==> src/rtl/ierdna_arb.sv <==
// Round-robin arbiter sharing one resource among aral/atac/ide/icul with a dead gap per hand-over.
// Optional tenure limit and preempt pulse compiled in with `define IERDNA_ARB_TIMEOUT_EN.
module ierdna_arb #(
    parameter int unsigned HOLD_MAX = 8,
    parameter int unsigned CNT_W    = 4
) (
    input  logic       clk,
    input  logic       rst_n,
    input  logic [3:0] req,
    output logic [3:0] gnt,
    output logic [1:0] owner,
    output logic       busy,
    output logic       preempt
);

    typedef enum logic [1:0] {S_IDLE, S_GRANT, S_GAP} state_e;

    state_e     state_q, state_d;
    logic [1:0] ptr_q, ptr_d;
    logic [3:0] gnt_q, gnt_d;
    logic [1:0] owner_q, owner_d;
    logic       busy_q, busy_d;
    logic       win_vld_c;
    logic [1:0] win_idx_c;

    // Elaboration-time sanity check of the tenure parameters.
    if (HOLD_MAX < 1 || ((1 << CNT_W) - 1) < HOLD_MAX) begin : g_bad_cfg
        $error("ierdna_arb: HOLD_MAX must be >= 1 and fit in CNT_W bits");
    end

`ifdef IERDNA_ARB_TIMEOUT_EN
    logic [CNT_W-1:0] ten_q, ten_d;
    logic             preempt_q, preempt_d;
    logic             timeout_c;

    assign timeout_c = (ten_q == CNT_W'(HOLD_MAX));
`endif

    // Rotating search: descending offsets so the one closest to ptr is written last and wins.
    always_comb begin
        win_vld_c = 1'b0;
        win_idx_c = ptr_q;
        for (int k = 3; k >= 0; k--) begin
            if (req[ptr_q + 2'(k)]) begin
                win_vld_c = 1'b1;
                win_idx_c = ptr_q + 2'(k);
            end
        end
    end

    always_comb begin
        state_d   = state_q;
        ptr_d     = ptr_q;
        gnt_d     = gnt_q;
        owner_d   = owner_q;
`ifdef IERDNA_ARB_TIMEOUT_EN
        ten_d     = ten_q;
        preempt_d = 1'b0;
`endif
        case (state_q)
            S_IDLE, S_GAP: begin
                if (win_vld_c) begin
                    state_d = S_GRANT;
                    gnt_d   = 4'b0001 << win_idx_c;
                    owner_d = win_idx_c;
`ifdef IERDNA_ARB_TIMEOUT_EN
                    ten_d   = CNT_W'(1);
`endif
                end else begin
                    state_d = S_IDLE;
                    gnt_d   = 4'b0000;
                end
            end
            S_GRANT: begin
`ifdef IERDNA_ARB_TIMEOUT_EN
                if (ten_q != {CNT_W{1'b1}}) begin
                    ten_d = ten_q + CNT_W'(1);
                end
`endif
                if (!req[owner_q]) begin
                    state_d = S_GAP;
                    gnt_d   = 4'b0000;
                    ptr_d   = owner_q + 2'd1;
                end
`ifdef IERDNA_ARB_TIMEOUT_EN
                // A release on the same edge takes precedence, so no preempt then.
                else if (timeout_c) begin
                    state_d   = S_GAP;
                    gnt_d     = 4'b0000;
                    ptr_d     = owner_q + 2'd1;
                    preempt_d = 1'b1;
                end
`endif
            end
            default: begin
                state_d = S_IDLE;
                gnt_d   = 4'b0000;
            end
        endcase
        busy_d = |gnt_d;
    end

    always_ff @(posedge clk or negedge rst_n) begin
        if (!rst_n) begin
            state_q <= S_IDLE;
            ptr_q   <= 2'd0;
            gnt_q   <= 4'b0000;
            owner_q <= 2'd0;
            busy_q  <= 1'b0;
        end else begin
            state_q <= state_d;
            ptr_q   <= ptr_d;
            gnt_q   <= gnt_d;
            owner_q <= owner_d;
            busy_q  <= busy_d;
        end
    end

`ifdef IERDNA_ARB_TIMEOUT_EN
    always_ff @(posedge clk or negedge rst_n) begin
        if (!rst_n) begin
            ten_q     <= '0;
            preempt_q <= 1'b0;
        end else begin
            ten_q     <= ten_d;
            preempt_q <= preempt_d;
        end
    end

    assign preempt = preempt_q;
`else
    assign preempt = 1'b0;
`endif

    assign gnt   = gnt_q;
    assign owner = owner_q;
    assign busy  = busy_q;

endmodule
==> config.mk <==
export PLATFORM = sky130hd
export DESIGN_NAME = ierdna_arb
export DESIGN_NICKNAME = d
export VERILOG_FILES = /design/src/rtl/ierdna_arb.sv
export SDC_FILE = /design/constraint.sdc
export NUM_CORES = 1
export LEC_CHECK = 0
export CORE_UTILIZATION = 35
export DETAILED_ROUTE_END_ITERATION = 12
export GPL_TIMING_DRIVEN = 0
export PLACE_DENSITY = 0.63
export SYNTH_ARGS = -nofsm -noshare
export SYNTH_HDL_FRONTEND = slang
export SYNTH_SLANG_ARGS = --single-unit
==> constraint.sdc <==
create_clock -name clk -period 3.2 [get_ports clk]
set_input_delay 0.64 -clock clk [delete_from_list [all_inputs] [get_ports clk]]
set_output_delay 0.64 -clock clk [all_outputs]
set_load 0.02 [all_outputs]
After elaboration in Yosys (flattened, before gate mapping)
Index checks and enable logic that the tools add are counted.
{"block": "classes", "n_addsub": 4, "n_lt_le_gt_ge": 5, "n_eq_ne": 3, "shift": 1, "muxes": 24, "n_bitwise": 1, "n_reduce_logical": 5}
{"op": "2-bit by 3-bit less-than comparator with 1-bit output (second input constant)", "count": 5}
{"op": "1-bit binary-select mux with 2-bit select", "count": 5}
{"op": "1-bit two-way mux", "count": 10}
{"op": "2-bit two-way mux", "count": 5}
{"op": "4-bit two-way mux", "count": 2}
{"op": "4-bit case mux with 2 select lines", "count": 1}
{"op": "2-bit by 1-bit adder with 2-bit output (second input constant)", "count": 2}
{"op": "2-bit adder (second input constant)", "count": 2}
{"op": "2-bit case mux with 2 select lines", "count": 1}
{"op": "2-bit AND reduction", "count": 2}
{"op": "4-bit OR reduction", "count": 1}
{"op": "1-bit by 2-bit << shifter with 4-bit output (first input constant)", "count": 1}
{"op": "2-bit by 1-bit == test with 1-bit output (second input constant)", "count": 1}
{"op": "2-bit == test (second input constant)", "count": 1}
{"op": "2-bit logical NOT", "count": 1}
{"op": "2-bit inequality test (second input constant)", "count": 1}
{"op": "2-bit OR reduction", "count": 1}
{"op": "1-bit NOT", "count": 1}
{"block": "totals", "ff_bits": 11, "inputBits": 6, "out_inout_bits": 8, "wordCells": 48}

Logic depth before layout (Yosys ltp)
{"block": "depth", "word_depth": 11, "depth_mapped": 5, "ltp_nobuf": 4}

Worst setup path after synthesis
OpenSTA, ideal clock, no wires.
{"block": "synth_path", "kind": "input-to-reg", "from": "in req[3]", "to": "reg state_q[0]", "setup_time_ns": 0.124, "arrival_ns": 1.619, "t_required_ns": 3.076, "slack_ns": 1.457, "path_stages": 4, "path_buffers": 1, "cell_sequence": "mux4_2 and3b_1 buf_6 or2_1"}
{"block": "synth_between", "elab_chain_len": 8, "word_cells_on_any_way": 17, "classes_between": "eq/ne (1); mux (16)"}
{"item": "start: declaration", "line_no": "9", "rtl": "input logic [3:0] req,"}
{"item": "1-bit binary-select mux with 2-bit select", "line_no": "44", "rtl": "if (req[ptr_q + 2'(k)]) begin"}
{"item": "1-bit two-way mux (not written as such)", "line_no": "44"}
{"item": "1-bit two-way mux (4 in series)", "line_no": "44"}
{"item": "1-bit two-way mux", "line_no": "62", "rtl": "if (win_vld_c) begin"}
{"item": "2-bit case mux with 2 select lines", "line_no": "60", "rtl": "case (state_q)"}
{"item": "end signal: assignment", "line_no": "111", "rtl": "state_q <= state_d;"}
{"item": "end: declaration", "line_no": "18", "rtl": "state_e state_q, state_d;"}
Parallel ways exist; a longest one is shown, timed or not. The select of a mux whose other input is x is not followed.
A chain may end at the register's enable or synchronous reset.

Final worst setup path
{"block": "layout_path", "from": "in req[0]", "to": "reg state_q[0]"}
Same word-level chain as after synthesis.

==> results.sh <==
export IMPL_power_total_uw=737
export IMPL_post_route_period_util_pct=64.8
export IMPL_io_pins=14
export IMPL_ctsResizeCount=0
export IMPL_drv_cap=0
export IMPL_critPathBufInv=2
export IMPL_synth_seq_cells=11
export IMPL_crit_required_ns=3.36
export IMPL_finalHoldViolations=0
export IMPL_antenna_found_initial=0
export IMPL_mostFrequentLayoutCell="clkdlybuf4s50_1"
export IMPL_yosysSeqAreaShare_pct=47.9
export IMPL_grt_overflow=0
export IMPL_cts_setup_buffers=0
export IMPL_gp_congestion=0.695
export IMPL_dr_pass1_iters=4
export IMPL_async_flop_share_pct=100
export IMPL_htreeDepth=1
export IMPL_end_kind="flip-flop"
export IMPL_worst_pin_slew_ns=0.502
export IMPL_finalMaxSlewViolations=0
export IMPL_cts_tree="built"
export IMPL_startpoint_type="input pin"
export IMPL_syn_area_um2=574
export IMPL_nNetsFinal=76
export IMPL_grt_busiest_layer="met2"
export IMPL_postLayoutCellArea_um2=741
export IMPL_slowest_delay_ns=0.54
export IMPL_die_area_um2=1810
export IMPL_finalSetupViolCount=0
export IMPL_layout_cells_non_filler=85
export IMPL_track_usage_pct=14.3
export IMPL_diodes=0
export IMPL_grt_met2_usage_pct=20.3
export IMPL_grt_max_degree=12
export IMPL_cp_max_fo=8
export IMPL_final_cell_mix="12 x clkdlybuf4s50_1, 11 x dfrtp_1, 6 x a21oi_1"
export IMPL_drive_gt1_share_pct=13.0
export IMPL_dpl_cell_area_um2=714
export IMPL_cts_root_buf="clkbuf_4"
export IMPL_postCtsHoldBufs=0
export IMPL_num_vias=480
export IMPL_clock_sinks=11
export IMPL_clock_latency_ns=0.27
export IMPL_synth_main_ff_cell="dfrtp_1"
export IMPL_pre_cts_ws_ns=0.855
export IMPL_wl_per_cell_um=12.9
export IMPL_synth_enable_flop_cells=0
export IMPL_crit_slowest_cell="mux4_2"
export IMPL_grt_first_pass_wirelength_mm=1.88
export IMPL_core_region_area_um2=1520
export IMPL_cts_buffer_depth=2
export IMPL_ys_types=29
export IMPL_netlist_instances=53
export IMPL_area_growth_syn_to_layout_pct=29.0
export IMPL_ir_worst_vdd_uv=520
export IMPL_tns_ns=0
export IMPL_die_h_um=42.5
export IMPL_drc=0
export IMPL_met3_usage_pct=3.88
export IMPL_rsz0062_at_grt="no"
export IMPL_slew_headroom_pct=66.4
export IMPL_fmax_mhz=482
export IMPL_path_clk_slew_ns=0.08
export IMPL_hold_path_class="reg -> reg"
export IMPL_period_needed_ns=2.07
export IMPL_placedCellCount=81
export IMPL_port_buffers=12
export IMPL_die_x_um=42.5
export IMPL_rows=14
export IMPL_path_class="in -> reg"
export IMPL_cp_arrival_ns=2.23
export IMPL_path_depth=5
export IMPL_cts_made_buffers=3
export IMPL_status="finished, final reports clean"
export IMPL_drt_wl_total_mm=1.10
export IMPL_grt_pass1_vias=422
export IMPL_syn_area_per_cell_um2=10.8
export IMPL_ys_warn_count=0
export IMPL_path_cells="clkdlybuf4s50_1 -> mux4_2 -> and3b_1 -> buf_6 -> or2_1"
export IMPL_start_util_pct=37.7
export IMPL_cp_top_family="buffers and inverters"
export IMPL_clock_skew_final_ns=0.00574
export IMPL_worst_slack_ns=1.13
export IMPL_powerDensity_nw_per_um2=995
export IMPL_synth_fp_nets=59
export IMPL_reg2regPathDepth=4
export IMPL_hpwlAfterDp_um=818
export IMPL_routed_via_density=5.65
export IMPL_antenna_left=0
export IMPL_initialDrtViolationCount=11
export IMPL_whs_path_depth=1
export IMPL_p_leak_nw=0.317
export IMPL_grtUsageMet1_pct=19.0
## layer usage
| layer | vias up | wire length (µm) |
|---|---|---|
| met3 | 5 | 62 |
| met4 | 0 | 33 |
| met5 | - | 0 |
| met2 | 12 | 486 |
| met1 | 234 | 512 |
| li1 | 229 | - |
## final cells by class
cell class	instances	area, µm²
Fill cell	145	783
Sequential cell	11	275
Multi-Input combinational cell	38	273
Timing Repair Buffer	12	120
Clock buffer	4	26.3
Tap cell	16	20.0
Buffer	2	18.8
Inverter	2	7.51
## synthesized netlist by cell type, types with 2 or more instances
library cell,count,area (µm²)
a21oi_1,6,30.0
dfrtp_1,11,275
nor2_1,4,15.0
a32o_1,2,20.0
nand2_1,4,15.0
o31ai_1,2,15.0
inv_1,2,7.51
## kinds of logic (layout without fill, tap and decap cells)
family | count (synthesis) | count (layout) | share of synthesized area (%)
simple gates | 14 | 14 | 14.6
other cells | 1 | 1 | 0.653
flops | 11 | 11 | 47.9
mux | 2 | 2 | 5.88
buf+inv | 4 | 20 | 4.58
xor+xnor | 1 | 1 | 1.53
compound gates | 20 | 20 | 24.8
## power breakdown
| group | internal [mW] | switching [mW] |
|---|---|---|
| clock | 0.0483 | 0.0490 |
| sequential | 0.205 | 0.0648 |
| combinational | 0.195 | 0.175 |
## state kept, by name (all words and copies together), names as in the netlist
register,cells
busy,1
owner,2
gnt,4
ptr_q,2
state_q,2
## stage by stage
stage               utilization (%)  hold WS, ns
floorplan                         -        0.344
global placement               46.9        0.487
detailed placement             46.9        0.493
CTS                            48.6        0.507
global route                   48.6        0.530
finish                         48.6        0.502
## final timing paths
path                             from         end  slack [ns]
min in group asynchronous       rst_n      gnt[3]        0.70
hold / removal             state_q[1]  state_q[1]        0.50
setup / recovery               req[0]  state_q[0]        1.13
hold reg to reg            state_q[1]  state_q[1]        0.50
max in group asynchronous       rst_n      gnt[1]        2.16
setup reg to reg             owner[1]  state_q[0]        1.58
Power figures use the tool's default switching activity.
==> RTL edit, RTL diff (config.mk and constraints unchanged) <==
Encoding of `state_e`: now one-hot (3 bits for 3 states).
--- a/src/rtl/ierdna_arb.sv
+++ b/src/rtl/ierdna_arb.sv
@@ -13,7 +13,7 @@
     output logic       preempt
 );
 
-    typedef enum logic [1:0] {S_IDLE, S_GRANT, S_GAP} state_e;
+    typedef enum logic [2:0] {S_IDLE = 3'b001, S_GRANT = 3'b010, S_GAP = 3'b100} state_e;
 
     state_e     state_q, state_d;
     logic [1:0] ptr_q, ptr_d;
Check against the original RTL: same outputs for any inputs over 10 cycles, from zero or initial values and one cycle with rst_n low; not proved beyond that.
==> RTL edit against the original RTL <==
Register-to-register slack gained 0.13 ns. Power grew 2.3%. Wire length grew 11%. Final cell count grew 5.9%. Non-clock buffer count is the same. Via count grew 2.9%. Setup slack gained 0.097 ns. Utilization grew 1.4 points. Combinational power shrank 5%. Synthesized area grew 5.0%. Design area grew 5.2%. Sequential cell count grew 1.
==> RTL edit: results (changes against the original RTL) <==
logic_synthesis:
  synthTopCellsByArea: "dfrtp_1 46%, dfstp_2 4.4%, mux4_2 3.7%"
  synth_nets: 64  # +8.5%
  yosys_warnings: 0  # unchanged
  yosysSeqAreaShare_pct: 50.0  # +2.1 points
  synth_cell_types: 29  # unchanged
  ys_top_cells_by_count: "11 x dfrtp_1, 6 x nand2_1, 4 x a21oi_1, 4 x nor2_1, 4 x o21ai_0"
  async_flop_share_pct: 100  # unchanged
critical_path:
  cp_slowest_cell: "clkdlybuf4s50_1"
  critPathMaxFanout: 5  # -3
  cpPeakStageDelay_ns: 0.64  # +0.10 ns
  r2r-start: "owner[1]$_DFFE_PN0P_"
  critPathArrivalTime_ns: 1.34  # -0.89 ns
  path_delay_family: "buffers and inverters"
  rr_endpoint: "gnt[0]$_DFF_PN0_"
  r2r_slack_ns: 1.71  # +0.13 ns
  worst_r2r_path_depth: 3  # -1
clocking:
  clock_latency_ns: 0.28
  cts_root_buffer: "clkbuf_4"
  cts_made_buffers: 3  # unchanged
  h-tree-depth: 1  # unchanged
  clockBufferDepth: 2  # unchanged
  post_cts_buffers: 0  # unchanged
  path_clk_slew_ns: 0.07
  ctsResizeCount: 0  # unchanged
timing:
  fin_skew_ns: 0.00821  # +0.00247 ns
  hold_slack_ns: 0.513  # +0.0103 ns
  drv_slew: 0  # unchanged
  max_slew_margin_pct: 63.1  # -3.3 points
drt:
  vias: 494  # +2.9%
  routed_wl_mm: 1.21  # +11%
  first_iter_violations: 4  # -7
min_path:
  worstHoldStart: "gnt[1]$_DFF_PN0_"
  hold_depth: 2  # +1
  hold_class: "reg -> reg"
  holdPathEnd: "gnt[1]$_DFF_PN0_"
global_route:
  grtUsageTotal_pct: 15.4  # +1.1 points
  grt_pass1_wl_mm: 1.99  # +5.5%
  first_global_vias: 444  # +5.2%
  antenna_found_initial: 0  # unchanged
  grt_start_max_net_pins: 13  # +1
placement:
  dp_slack_ns: 0.965  # +0.110 ns
  routabilityCongestion: 0.757  # +9.0%
  dpl_cell_area_sq_um: 743  # +4.0%
  io_buffers: 12  # unchanged
finish:
  diodes: 0  # unchanged
  drive_gt1_share_pct: 14.9  # +1.8 points
  largest_register_ffs: 4  # unchanged
  nets: 81  # +6.6%
pwr:
  vdd_drop_max_mv: 0.445  # -14%
  net-switching-power_mw: 0.290  # +0.45%
  leakagePower_nw: 0.328  # +3.5%
outcome:
  outcome: "complete, no violations"
## RTL edit: cell types whose count changed in the layout (fill, tap and decap cells not counted), sizes merged, moves of 2 or more
cell   delta
nor2b     +2
nand2     +2
a21oi     -2
o22a      +2
o21ai     +3
## RTL edit: cells by family (layout without fill, tap and decap cells)
family	after synthesis	in the layout	share of synthesized area, %
simple gates	20	20	18.5
compound gates	18	18	21.0
flops	12	12	50.0
buf+inv	4	20	3.32
xor+xnor	2	2	2.91
other cells	1	1	0.622
mux	1	1	3.73
## RTL edit: worst reg2reg max path: cells and delay by family, from the launching register on
| kind | cells | cell delay (ns) |
|---|---|---|
| AOI/OAI and AO/OA | 1 | 0.20 |
| DFF | 1 | 0.43 |
| and+or+nand+nor | 1 | 0.19 |
| muxes | 1 | 0.56 |
## RTL edit: cell type report
cell class,count,area (sq um)
Fill cell,152,779
Sequential cell,12,302
Multi-Input combinational cell,42,282
Timing Repair Buffer,12,120
Clock buffer,4,36.3
Tap cell,16,20.0
Buffer,2,12.5
Inverter,2,7.51
## RTL edit: power groups by stage
stage | clock, mW | sequential (mW) | combinational [mW]
finish | 0.120 | 0.282 | 0.352
global route | 0.133 | 0.293 | 0.385
CTS | 0.126 | 0.282 | 0.355
detailed placement | 0 | 0.285 | 0.353
global placement | 0 | 0.285 | 0.348
floorplan | 0 | 0.320 | 0.187
## RTL edit: worst max path at each step
stage,startpoint,to,slack [ns],cells past startpoint
floorplan,req[3],state_q[1]$_DFFE_PN0P_,1.58,3
global placement,req[0],gnt[0]$_DFF_PN0_,0.97,4
detailed placement,req[0],gnt[0]$_DFF_PN0_,0.96,4
CTS,owner[0]$_DFFE_PN0P_,owner[0],1.20,1
global route,req[0],gnt[1]$_DFF_PN0_,1.12,5
finish,owner[0]$_DFFE_PN0P_,owner[0],1.22,1
## RTL edit: per-layer routing
metal	wire (um)	vias up	share of wire (%)	GRT usage, %
met5	0	-	0	0
met4	22	0	1.8	7.50
met3	48	4	4.0	7.50
met2	518	8	43	22.4
met1	625	239	51	19.2
li1	-	243	-	-
## RTL edit: metrics by stage
stage | utilization (%) | cells
after floorplan | - | 58
after global placement | 47.7 | 86
after detailed placement | 47.7 | 86
after CTS | 50.0 | 90
after global routing | 50.0 | 90
final | 50.0 | 90
